**src/rtl/exe_wb_arbiter_if.sv**
```systemverilog
// Execute-to-writeback bus: four unit requests in, one registered writeback out.
// The arbiter takes the slave view; requesters and the writeback consumer take the master view.
interface exe_wb_arbiter_if #(
  parameter int DATA_W = 64,
  parameter int REG_W  = 5
);
  logic                        kill_i;
  logic [3:0]                  req_valid_i;
  logic [3:0][REG_W-1:0]       req_rd_i;
  logic [3:0][DATA_W-1:0]      req_data_i;
  logic [3:0]                  gnt_o;
  logic                        wb_valid_o;
  logic [REG_W-1:0]            wb_rd_o;
  logic [DATA_W-1:0]           wb_data_o;
  logic [1:0]                  wb_src_o;
  logic                        wb_ready_i;
  logic                        stall_o;

  modport slave (
    input  kill_i, req_valid_i, req_rd_i, req_data_i, wb_ready_i,
    output gnt_o, wb_valid_o, wb_rd_o, wb_data_o, wb_src_o, stall_o
  );

  modport master (
    output kill_i, req_valid_i, req_rd_i, req_data_i, wb_ready_i,
    input  gnt_o, wb_valid_o, wb_rd_o, wb_data_o, wb_src_o, stall_o
  );
endinterface

```
**src/rtl/exe_wb_arbiter.sv**
```systemverilog
// Four-unit writeback arbiter with a one-entry output register (EMPTY/FULL).
// Fixed priority MEM > DIV > MUL > ALU by default; define WB_ARB_RR_EN for round-robin.
module exe_wb_arbiter #(
  parameter int DATA_W = 64,
  parameter int REG_W  = 5
) (
  input logic clk_i,
  input logic rst_i,
  exe_wb_arbiter_if.slave bus
);
  typedef enum logic {EMPTY, FULL} state_e;

  state_e              state_q;
  logic [REG_W-1:0]    wb_rd_q, wb_rd_d;
  logic [DATA_W-1:0]   wb_data_q, wb_data_d;
  logic [1:0]          wb_src_q;
  logic [3:0]          gnt;
  logic [1:0]          gnt_idx;
  logic                req_found;
  logic                can_accept;
  logic                accept;

  // The slot can take a new result when empty or draining this cycle.
  assign can_accept = (state_q == EMPTY || bus.wb_ready_i) && !bus.kill_i && !rst_i;

`ifdef WB_ARB_RR_EN
  logic [1:0] ptr_q, ptr_d;
  logic [3:0] rot_req;

  // rot_req[gi] is the unit gi positions after the pointer.
  for (genvar gi = 0; gi < 4; gi++) begin : g_rot
    assign rot_req[gi] = bus.req_valid_i[ptr_q + 2'(gi)];
  end

  always_comb begin
    req_found = 1'b0;
    gnt_idx   = '0;
    for (int i = 0; i < 4; i++) begin
      if (!req_found && rot_req[i]) begin
        req_found = 1'b1;
        gnt_idx   = ptr_q + 2'(i);
      end
    end
  end

  assign ptr_d = gnt_idx + 2'd1;
`else
  // Later iterations overwrite earlier ones, so the highest index wins.
  always_comb begin
    req_found = 1'b0;
    gnt_idx   = '0;
    for (int i = 0; i < 4; i++) begin
      if (bus.req_valid_i[i]) begin
        req_found = 1'b1;
        gnt_idx   = 2'(i);
      end
    end
  end
`endif

  always_comb begin
    gnt = '0;
    if (req_found && can_accept) gnt[gnt_idx] = 1'b1;
  end

  assign accept    = |gnt;
  assign wb_rd_d   = bus.req_rd_i[gnt_idx];
  assign wb_data_d = bus.req_data_i[gnt_idx];

  always_ff @(posedge clk_i) begin
    if (rst_i) begin
      state_q   <= EMPTY;
      wb_rd_q   <= '0;
      wb_data_q <= '0;
      wb_src_q  <= '0;
`ifdef WB_ARB_RR_EN
      ptr_q     <= '0;
`endif
    end else if (bus.kill_i) begin
      state_q <= EMPTY;
    end else if (accept) begin
      state_q   <= FULL;
      wb_rd_q   <= wb_rd_d;
      wb_data_q <= wb_data_d;
      wb_src_q  <= gnt_idx;
`ifdef WB_ARB_RR_EN
      ptr_q     <= ptr_d;
`endif
    end else if (state_q == FULL && bus.wb_ready_i) begin
      state_q <= EMPTY;
    end
  end

  assign bus.gnt_o      = gnt;
  assign bus.stall_o    = |(bus.req_valid_i & ~gnt);
  assign bus.wb_valid_o = (state_q == FULL);
  assign bus.wb_rd_o    = wb_rd_q;
  assign bus.wb_data_o  = wb_data_q;
  assign bus.wb_src_o   = wb_src_q;
endmodule
```
**src/flat_wrapper.sv**
```systemverilog
// flat-port wrapper written by rule: the top's interface ports become plain ports
module exe_wb_arbiter_flat 
#(
  parameter int DATA_W = 64,
  parameter int REG_W  = 5
)
  (clk_i, rst_i, bus_kill_i, bus_req_valid_i, bus_req_rd_i, bus_req_data_i, bus_wb_ready_i, bus_gnt_o, bus_wb_valid_o, bus_wb_rd_o, bus_wb_data_o, bus_wb_src_o, bus_stall_o);
  exe_wb_arbiter_if #(.DATA_W(DATA_W), .REG_W(REG_W)) bus_i ();
  input logic clk_i;
  input logic rst_i;
  input wire logic [$bits(bus_i.kill_i)-1:0] bus_kill_i;
  input wire logic [$bits(bus_i.req_valid_i)-1:0] bus_req_valid_i;
  input wire logic [$bits(bus_i.req_rd_i)-1:0] bus_req_rd_i;
  input wire logic [$bits(bus_i.req_data_i)-1:0] bus_req_data_i;
  input wire logic [$bits(bus_i.wb_ready_i)-1:0] bus_wb_ready_i;
  output wire logic [$bits(bus_i.gnt_o)-1:0] bus_gnt_o;
  output wire logic [$bits(bus_i.wb_valid_o)-1:0] bus_wb_valid_o;
  output wire logic [$bits(bus_i.wb_rd_o)-1:0] bus_wb_rd_o;
  output wire logic [$bits(bus_i.wb_data_o)-1:0] bus_wb_data_o;
  output wire logic [$bits(bus_i.wb_src_o)-1:0] bus_wb_src_o;
  output wire logic [$bits(bus_i.stall_o)-1:0] bus_stall_o;
  assign bus_i.kill_i = bus_kill_i;
  assign bus_i.req_valid_i = bus_req_valid_i;
  assign bus_i.req_rd_i = bus_req_rd_i;
  assign bus_i.req_data_i = bus_req_data_i;
  assign bus_i.wb_ready_i = bus_wb_ready_i;
  assign bus_gnt_o = bus_i.gnt_o;
  assign bus_wb_valid_o = bus_i.wb_valid_o;
  assign bus_wb_rd_o = bus_i.wb_rd_o;
  assign bus_wb_data_o = bus_i.wb_data_o;
  assign bus_wb_src_o = bus_i.wb_src_o;
  assign bus_stall_o = bus_i.stall_o;
  exe_wb_arbiter #(.DATA_W(DATA_W), .REG_W(REG_W)) u_core (.clk_i(clk_i), .rst_i(rst_i), .bus(bus_i));
endmodule
```
**config.mk**
```make
export PLATFORM = sky130hd
export DESIGN_NAME = exe_wb_arbiter_flat
export DESIGN_NICKNAME = d
export VERILOG_FILES = /design/src/rtl/exe_wb_arbiter_if.sv /design/src/rtl/exe_wb_arbiter.sv /design/src/flat_wrapper.sv
export SDC_FILE = /design/constraint.sdc
export NUM_CORES = 1
export LEC_CHECK = 0
export CAP_MARGIN = 10
export CORE_AREA = 2 2 139 141
export CTS_CLUSTER_DIAMETER = 40
export DETAILED_ROUTE_END_ITERATION = 12
export DIE_AREA = 0 0 141 143
export DONT_BUFFER_PORTS = 1
export GPL_ROUTABILITY_DRIVEN = 1
export GPL_TIMING_DRIVEN = 0
export HOLD_SLACK_MARGIN = 0.1
export MAX_ROUTING_LAYER = met4
export PLACE_DENSITY = 0.49
export SYNTH_ARGS = -nofsm -noshare
export SYNTH_HDL_FRONTEND = slang
export SYNTH_SLANG_ARGS = --single-unit
```
**constraint.sdc**
```tcl
create_clock -name clk_i -period 1.7 [get_ports clk_i]
set_input_delay 0.17 -clock clk_i [delete_from_list [all_inputs] [get_ports clk_i]]
set_output_delay 0.17 -clock clk_i [all_outputs]
set_load 0.1 [all_outputs]
```
# Word-level counts from Yosys, hierarchy flattened
# Index checks and enable logic that the tools add are counted.
dict set report totals {
  register_bits 72
  in_bits 284
  out_inout_bits 77
}
dict set report op_classes {
  order_cmp 2
  muxes 16
  bitwise 4
  reduce_logical 13
}
# operator count
set ops {}
lappend ops {{$bmux 64 s2} 1}
lappend ops {{$mux 64} 1}
lappend ops {{$bmux 5 s2} 1}
lappend ops {{$mux 1} 8}
lappend ops {{$reduce_or 4->1} 2}
lappend ops {{$logic_and 1x1->1} 5}
lappend ops {{$mux 5} 1}
lappend ops {{$and 4x4->4} 1}
lappend ops {{$mux 2} 2}
lappend ops {{$mux 4} 1}
lappend ops {{$not 4->4} 1}
lappend ops {{$lt 2x3->1 const B} 1}
lappend ops {{$demux 1 s2} 1}
lappend ops {{$ge 2x1->1 const B} 1}
lappend ops {{$logic_not 1->1} 2}
lappend ops {{$not 1->1} 2}
lappend ops {{$reduce_and 2->1} 1}
lappend ops {{$reduce_bool 2->1} 1}
lappend ops {{$reduce_or 2->1} 1}
lappend ops {{$logic_or 1x1->1} 1}

# Longest topological paths before layout
# Gate-level depths: netlist of run 1.
dict set report depth {
  depth_word 11
  ltp_mapped 7
}

# Worst setup path before layout of run 1
# OpenSTA, ideal clock, no wires.
dict set report synth_timing {
  path_kind {register to output}
  start {register u_core.state_q (netlist: u_core.bus.wb_valid_o)}
  end {output port bus_gnt_o[0]}
  arrival_ns 4.025
  path_slack_ns -2.495
  stages_incl_launch_ff 4
  n_path_buf 0
  path_cell_list {dfxtp_1 -> nand2b_1 -> nand2_1 -> nor4_1}
}
dict set report synth_via {
  elab_chain_cells 6
}
# element line
set synth_lines {}
lappend synth_lines {{from (decl)} exe_wb_arbiter.sv:13} ;# state_e state_q;
lappend synth_lines {{from (signal assigned)} exe_wb_arbiter.sv:72} ;# state_q <= EMPTY;
lappend synth_lines {{from (signal assigned)} exe_wb_arbiter.sv:80} ;# state_q <= EMPTY;
lappend synth_lines {{from (signal assigned)} exe_wb_arbiter.sv:82} ;# state_q <= FULL;
lappend synth_lines {{$not 1->1} exe_wb_arbiter.sv:24} ;# assign can_accept = (state_q == EMPTY || bus.wb_ready_i) && !bus.kill_i && !rst_i;
lappend synth_lines {{$logic_or 1x1->1} exe_wb_arbiter.sv:24}
lappend synth_lines {{$logic_and 1x1->1 (2 in a row)} exe_wb_arbiter.sv:24}
lappend synth_lines {{$logic_and 1x1->1} exe_wb_arbiter.sv:63} ;# if (req_found && can_accept) gnt[gnt_idx] = 1'b1;
lappend synth_lines {{$mux 4} exe_wb_arbiter.sv:63}
lappend synth_lines {{to (decl)} flat_wrapper.sv:16} ;# output wire logic [$bits(bus_i.gnt_o)-1:0] bus_gnt_o;
# Every way passes these cells.

# Worst setup path in the final report of run 1
dict set report layout_timing {
  start {register u_core.state_q (netlist: u_core.bus.wb_valid_o)}
  end {output port bus_stall_o}
}
dict set report layout_via {
  elab_chain_cells 9
}
# element line
set layout_lines {}
lappend layout_lines {{$not 1->1} exe_wb_arbiter.sv:24}
lappend layout_lines {{$logic_or 1x1->1} exe_wb_arbiter.sv:24}
lappend layout_lines {{$logic_and 1x1->1 (2 in a row)} exe_wb_arbiter.sv:24}
lappend layout_lines {{$logic_and 1x1->1} exe_wb_arbiter.sv:63}
lappend layout_lines {{$mux 4} exe_wb_arbiter.sv:63}
lappend layout_lines {{$not 4->4} exe_wb_arbiter.sv:95} ;# assign bus.stall_o = |(bus.req_valid_i & ~gnt);
lappend layout_lines {{$and 4x4->4} exe_wb_arbiter.sv:95}
lappend layout_lines {{$reduce_or 4->1} exe_wb_arbiter.sv:95}
lappend layout_lines {{to (decl)} flat_wrapper.sv:21} ;# output wire logic [$bits(bus_i.stall_o)-1:0] bus_stall_o;
# Every way passes these cells.

==> metrics, run 1 <==
vias per cell=5.368; Synth Area in Compound Gates=0.2869; WP data required=1530 ps; critical path launch point type=register; Final Cell Area=6030 um^2; IO buf count=0; gpl congestion=0.8799; Syn-to-layout area delta=32.06%; cell with the largest stage delay on the worst path=nor3b_4; mux cell area share after synthesis=0.1513; antenna-violating nets left=0; DRC viols=0; f_max=430.7 MHz; synth warn=0; PwrDens=937.8 nW/um^2; Final Power=5.654 mW; clk sink count=72; clock slew at reported path FFs=70 ps; cell-by-cell trace of the critical path=nand2b_4 -> nand2_4 -> a2111o_1 -> nor3b_4; Post-DP HPWL=14420 um; Net Count, Synth=850; worst hold slack=116.1 ps; routed length per instance=22.38 um; final hold violation count=0; commonest non-fill, non-tap cell in the layout=nor2_1; largest family of logic cells by synthesized area=compound AO/OA/AOI/OAI gates; largest net degree at the start of global routing=13; row cnt=50; sequential area share after synthesis=0.3157; multi-input logic area=2885 um^2; TNS Setup=-8884 ps; arrival time at the worst endpoint=2150 ps; Die X-Extent=141 um; Setup CP Type=reg -> out; simple-gate share of the synthesized area=0.1332; RSZ-0062 raised after global routing=true; filler cell count=1954; initial drt markers=187; Placed Cells incl. Taps=801; die area=20160 um^2; final worst slack=-621.9 ps; via count=4552; most frequent cells in the layout=nor2_1 (136), inv_1 (71), dfxtp_1 (71), mux2i_1 (69), a22oi_1 (68); WP buf/inv=0; Max Slew Vio Count=0; Final setup viols=76; CP max FO=4; status=complete, but fails checks; Num CTS Buffers=9; critical path's largest stage delay=920 ps; initial antenna violation count=1; Top Ports=361; Worst Tran Pin Value=1149 ps; vias in the first global route=4447; Synth Area in XOR/XNOR=0; final setup skew=13.24 ps; Max-cap violations=0; CTS Buffer Depth=2; Non-Filler Instances=848; final period utilization=1.366; share of cells above drive strength 1=0.2104; Mean Syn Cell Area=8.066 um^2; Hold Path Class=in -> reg; Slew HR=0.2334; Routed WL=18980 um; global-route wire length before repair=26080 um; peak supply drop=0.0004198 V; NumNets Final=893; Core Region=18580 um^2; Mapped Area=4566 um^2; minimum clock period=2322 ps; Seq cells post-synth=72; Critical Path End Type=output pin; cells after synthesis=566; P_leak=2.333 nW; FF/Latch Area=1445 um^2; Cell Area, Placed=4970 um^2; Synth Area in Adders=0; Clock Latency Late Sink=340 ps; Root Buffer=clkbuf_16; grt total ovfl=0; CTS tree=yes; failing checks=setup timing; H-tree depth=3; DRT Pass-1 Iters=4; Unique masters post-synth=25; all-layer global routing usage=0.1788; chip height=143 um; Crit path max-delay family=simple AND/OR/NAND/NOR gates; initial core utilization=0.2457
-- timing repair --
item,4_1_cts,5_1_grt
cloned,4,4
endpoints found under the hold margin,13,0
gates resized for setup,49,51
buffers inserted,9,4
endpoints found under the setup margin,75,76
pin swaps,11,56
hold buffers,14,0
-- layout make-up --
| type | count | area share |
|---|---|---|
| diodes | 1 | 0.0004150 |
| well taps | 234 | 0.04856 |
| inverters | 71 | 0.04420 |
| repair buffers | 33 | 0.07740 |
| flip-flops and latches | 72 | 0.2397 |
| clock inverters | 5 | 0.005810 |
| clock buffers | 10 | 0.03797 |
| plain buffers | 56 | 0.06744 |
| multi-input cells | 366 | 0.4785 |
-- flip-flops by register name, summed over array words and instances, names as in the netlist --
register,flops
u_core.bus.wb_src_o,2
u_core.bus.wb_data_o,64
u_core.bus.wb_rd_o,5
u_core.bus.wb_valid_o,1
-- synthesized netlist by cell type, drive strengths merged --
| master | count | area share |
|---|---|---|
| a2111o | 1 | 0.0025 |
| a221oi | 70 | 0.16 |
| dfxtp | 72 | 0.32 |
| nor3 | 5 | 0.0055 |
| a22oi | 68 | 0.11 |
| a21boi | 1 | 0.0016 |
| mux2i | 69 | 0.15 |
| nor2 | 139 | 0.11 |
| nor4 | 1 | 0.0014 |
| nor3b | 1 | 0.0016 |
| nand2 | 1 | 0.00082 |
| clkbuf | 30 | 0.025 |
| nand2b | 1 | 0.0014 |
| or2 | 2 | 0.0027 |
| buf | 27 | 0.030 |
| nor2b | 2 | 0.0027 |
| and3 | 2 | 0.0027 |
| inv | 71 | 0.058 |
| a211oi | 1 | 0.0016 |
| o311ai | 1 | 0.0058 |
| a32oi | 1 | 0.0019 |
-- final timing paths --
kind / start / endpoint / slack (ps) / cells past startpoint
worst min register to register: u_core.bus.wb_data_o[28] / u_core.bus.wb_data_o[28] / 940 / 2
worst max register to register: u_core.bus.wb_valid_o / u_core.bus.wb_data_o[11] / -190 / 9
worst max-delay path: u_core.bus.wb_valid_o / bus_stall_o / -620 / 4
worst min-delay path: bus_req_data_i[164] / u_core.bus.wb_data_o[36] / 120 / 2
-- layer usage --
layer | global-route usage | vias up | share of wire
met5 | - | - | 0
met4 | 0.07368 | 0 | 0.030
met3 | 0.04427 | 33 | 0.070
met2 | 0.3035 | 253 | 0.51
met1 | 0.2024 | 2145 | 0.39
li1 | - | 2121 | -
-- where the power goes --
part / total (mW) / internal, mW / leakage, nW / switching [mW]
Sequential: 2.80 / 1.81 / 0.594 / 0.987
Clock: 1.77 / 0.981 / 0.128 / 0.787
Combinational: 1.09 / 0.496 / 1.61 / 0.594
-- per-stage QoR --
step,setup WS (ps),utilization
3_3_place_gp,-825.6,0.2660
6_report,-621.9,0.3245
2_1_floorplan,-331.8,-
3_5_place_dp,-860.1,0.2675
5_1_grt,-690.9,0.3245
4_1_cts,-666.3,0.3069
-- worst reg2reg max path: stages, from the launching register on --
cell,delay (ps)
dfxtp_4,570
nand2b_4,110
buf_4,150
buf_6,120
o311ai_4,110
buf_6,240
buf_6,130
buf_16,100
nor2_1,50
a221oi_2,210
-- cell families (layout without fill, tap and decap cells) --
family,Yosys count,count (layout)
flops,72,72
mux,69,69
compound gates,143,143
buf+inv,128,175
simple gates,154,154
other cells,0,1
No activity file was read; power rests on OpenSTA's default activity.
==> run 2, diff against run 1 <==
--- a/config.mk
+++ b/config.mk
@@ -13,7 +13,6 @@
 export DONT_BUFFER_PORTS = 1
 export GPL_ROUTABILITY_DRIVEN = 1
 export GPL_TIMING_DRIVEN = 0
-export HOLD_SLACK_MARGIN = 0.1
 export MAX_ROUTING_LAYER = met4
 export PLACE_DENSITY = 0.49
 export SYNTH_ARGS = -nofsm -noshare
==> run 2 against run 1 <==
The run still ends with setup timing left. Clock-buffer cell count unchanged. Utilization down 0.088 points. Register-to-register slack better by 30 ps. Via count down 0.79%. Sequential power about the same.
==> metrics, run 2 (synthesis results as in run 1) <==
status=complete, but fails checks; failing checks=setup timing; Core Region=18580 um^2; CTS tree=yes; P_leak=2.297 nW; most frequent cells in the layout=nor2_1 (137), inv_1 (71), dfxtp_1 (71), mux2i_1 (69), a22oi_1 (68); vias in the first global route=4414; NumNets Final=881; Final Cell Area=6013 um^2; initial drt markers=210; global-route wire length before repair=25880 um; CTS Buffer Depth=2; switching part of the total=0.4195; sequential power share=0.494; f_max=434.3 MHz; Clock Latency Late Sink=340 ps; Cell Area, Placed=4970 um^2; Slew HR=0.2360; Final setup viols=73; Comb pwr share=0.195; PwrDens=942.2 nW/um^2; Routed WL=19000 um; initial antenna violation count=1; routed length per instance=22.72 um; Switch Pwr=2.377 mW; Max-cap violations=0; DRT Pass-1 Iters=6; minimum clock period=2303 ps; all-layer global routing usage=0.1778; critical path's largest stage delay=920 ps; Clk network pwr share=0.311; cell with the largest stage delay on the worst path=nor3b_4; clock slew at reported path FFs=70 ps; vias per cell=5.402; Max Slew Vio Count=0; final worst slack=-602.6 ps; multi-input logic area=2945 um^2; clk sink count=72; worst hold slack=37.80 ps; Post-DP HPWL=14420 um; max FFs per register=64; peak supply drop=0.0004469 V; Top Ports=361; via count=4516; RSZ-0062 raised after global routing=true; Syn-to-layout area delta=31.71%; Critical Path End Type=output pin; Root Buffer=clkbuf_16; final setup skew=12.15 ps; Hold-fix buffers, CTS=0; Setup CP Type=reg -> out; dpl ws=-860.1 ps; H-tree depth=3; share of cells above drive strength 1=0.2329; Hold Path Class=in -> reg; DRC viols=0; critical path launch point type=register; Worst Tran Pin Value=1145 ps; grt total ovfl=0; IO buf count=0; Num CTS Buffers=9; CP max FO=4; initial core utilization=0.2457; final hold violation count=0; final period utilization=1.354; die area=20160 um^2; Die X-Extent=141 um; antenna-violating nets left=0; gpl congestion=0.8799; row cnt=50; arrival time at the worst endpoint=2130 ps; WP data required=1530 ps; cell-by-cell trace of the critical path=nand2b_4 -> nand2_4 -> a2111o_1 -> nor3b_4; chip height=143 um; largest net degree at the start of global routing=13; commonest non-fill, non-tap cell in the layout=nor2_1; FF/Latch Area=1445 um^2; Int Pwr=3.289 mW; filler cell count=1950
[run 2: changes by cell type in the layout (fill, tap and decap cells not counted), sizes merged]
cell,change
clkbuf,+1
buf,+1
dlygate4sd3,-13
dlymetal6s4s,-1
[run 2: per-layer routing]
layer,share of wire,vias up,track usage,wire (um)
met3,0.065,29,0.04728,1244
met1,0.39,2148,0.1983,7442
met2,0.51,243,0.3017,9702
met5,0,-,-,0
met4,0.032,0,0.07579,607
li1,-,2096,-,-
[run 2: power by group through the flow]
stage                     combinational, mW  clock, mW  sequential, mW
after floorplan                       0.677          0            2.79
after global placement                0.838          0            2.83
after detailed placement              0.864          0            2.83
after CTS                             0.969       1.82            2.80
after global routing                   1.20       1.88            2.81
final                                  1.10       1.76            2.80
[run 2: worst paths after layout]
path | start | end | slack, ps | cells after the start
worst min-delay path | bus_req_valid_i[0] | u_core.bus.wb_valid_o | 40 | 2
worst max register to register | u_core.bus.wb_valid_o | u_core.bus.wb_data_o[11] | -160 | 9
worst min register to register | u_core.bus.wb_valid_o | u_core.bus.wb_valid_o | 920 | 4
worst max-delay path | u_core.bus.wb_valid_o | bus_stall_o | -600 | 4
[run 2: critical path: cells and delay by family, from the launching register on]
kind	cells	cell delay, ps
AO/OA/AOI/OAI	1	100
AND/OR/NAND/NOR	3	1100
flip-flops	1	570
[run 2: final cells by class]
cell class | count | area share
inverter | 71 | 0.04432
clock buffer | 10 | 0.03808
buffer | 56 | 0.07179
clock inverter | 5 | 0.005826
sequential | 72 | 0.2403
multi-input combinational | 366 | 0.4898
antenna | 1 | 0.0004161
tap | 234 | 0.04869
timing repair buffer | 21 | 0.06076
[run 2: timing repair]
item | CTS | global route
setup endpoints to repair | 75 | 76
gates resized for setup | 49 | 65
setup buffers | 9 | 4
pin swaps | 11 | 59
cloned | 4 | 5
[run 2: stage by stage]
step / util / cells / power (mW) / setup TNS [ps]
2_1_floorplan: - / 566 / 3.463 / -727.7
3_3_place_gp: 0.2660 / 800 / 3.668 / -40420
3_5_place_dp: 0.2675 / 801 / 3.697 / -43710
4_1_cts: 0.2994 / 829 / 5.585 / -5771
5_1_grt: 0.3236 / 836 / 5.886 / -13200
6_report: 0.3236 / 836 / 5.665 / -7688
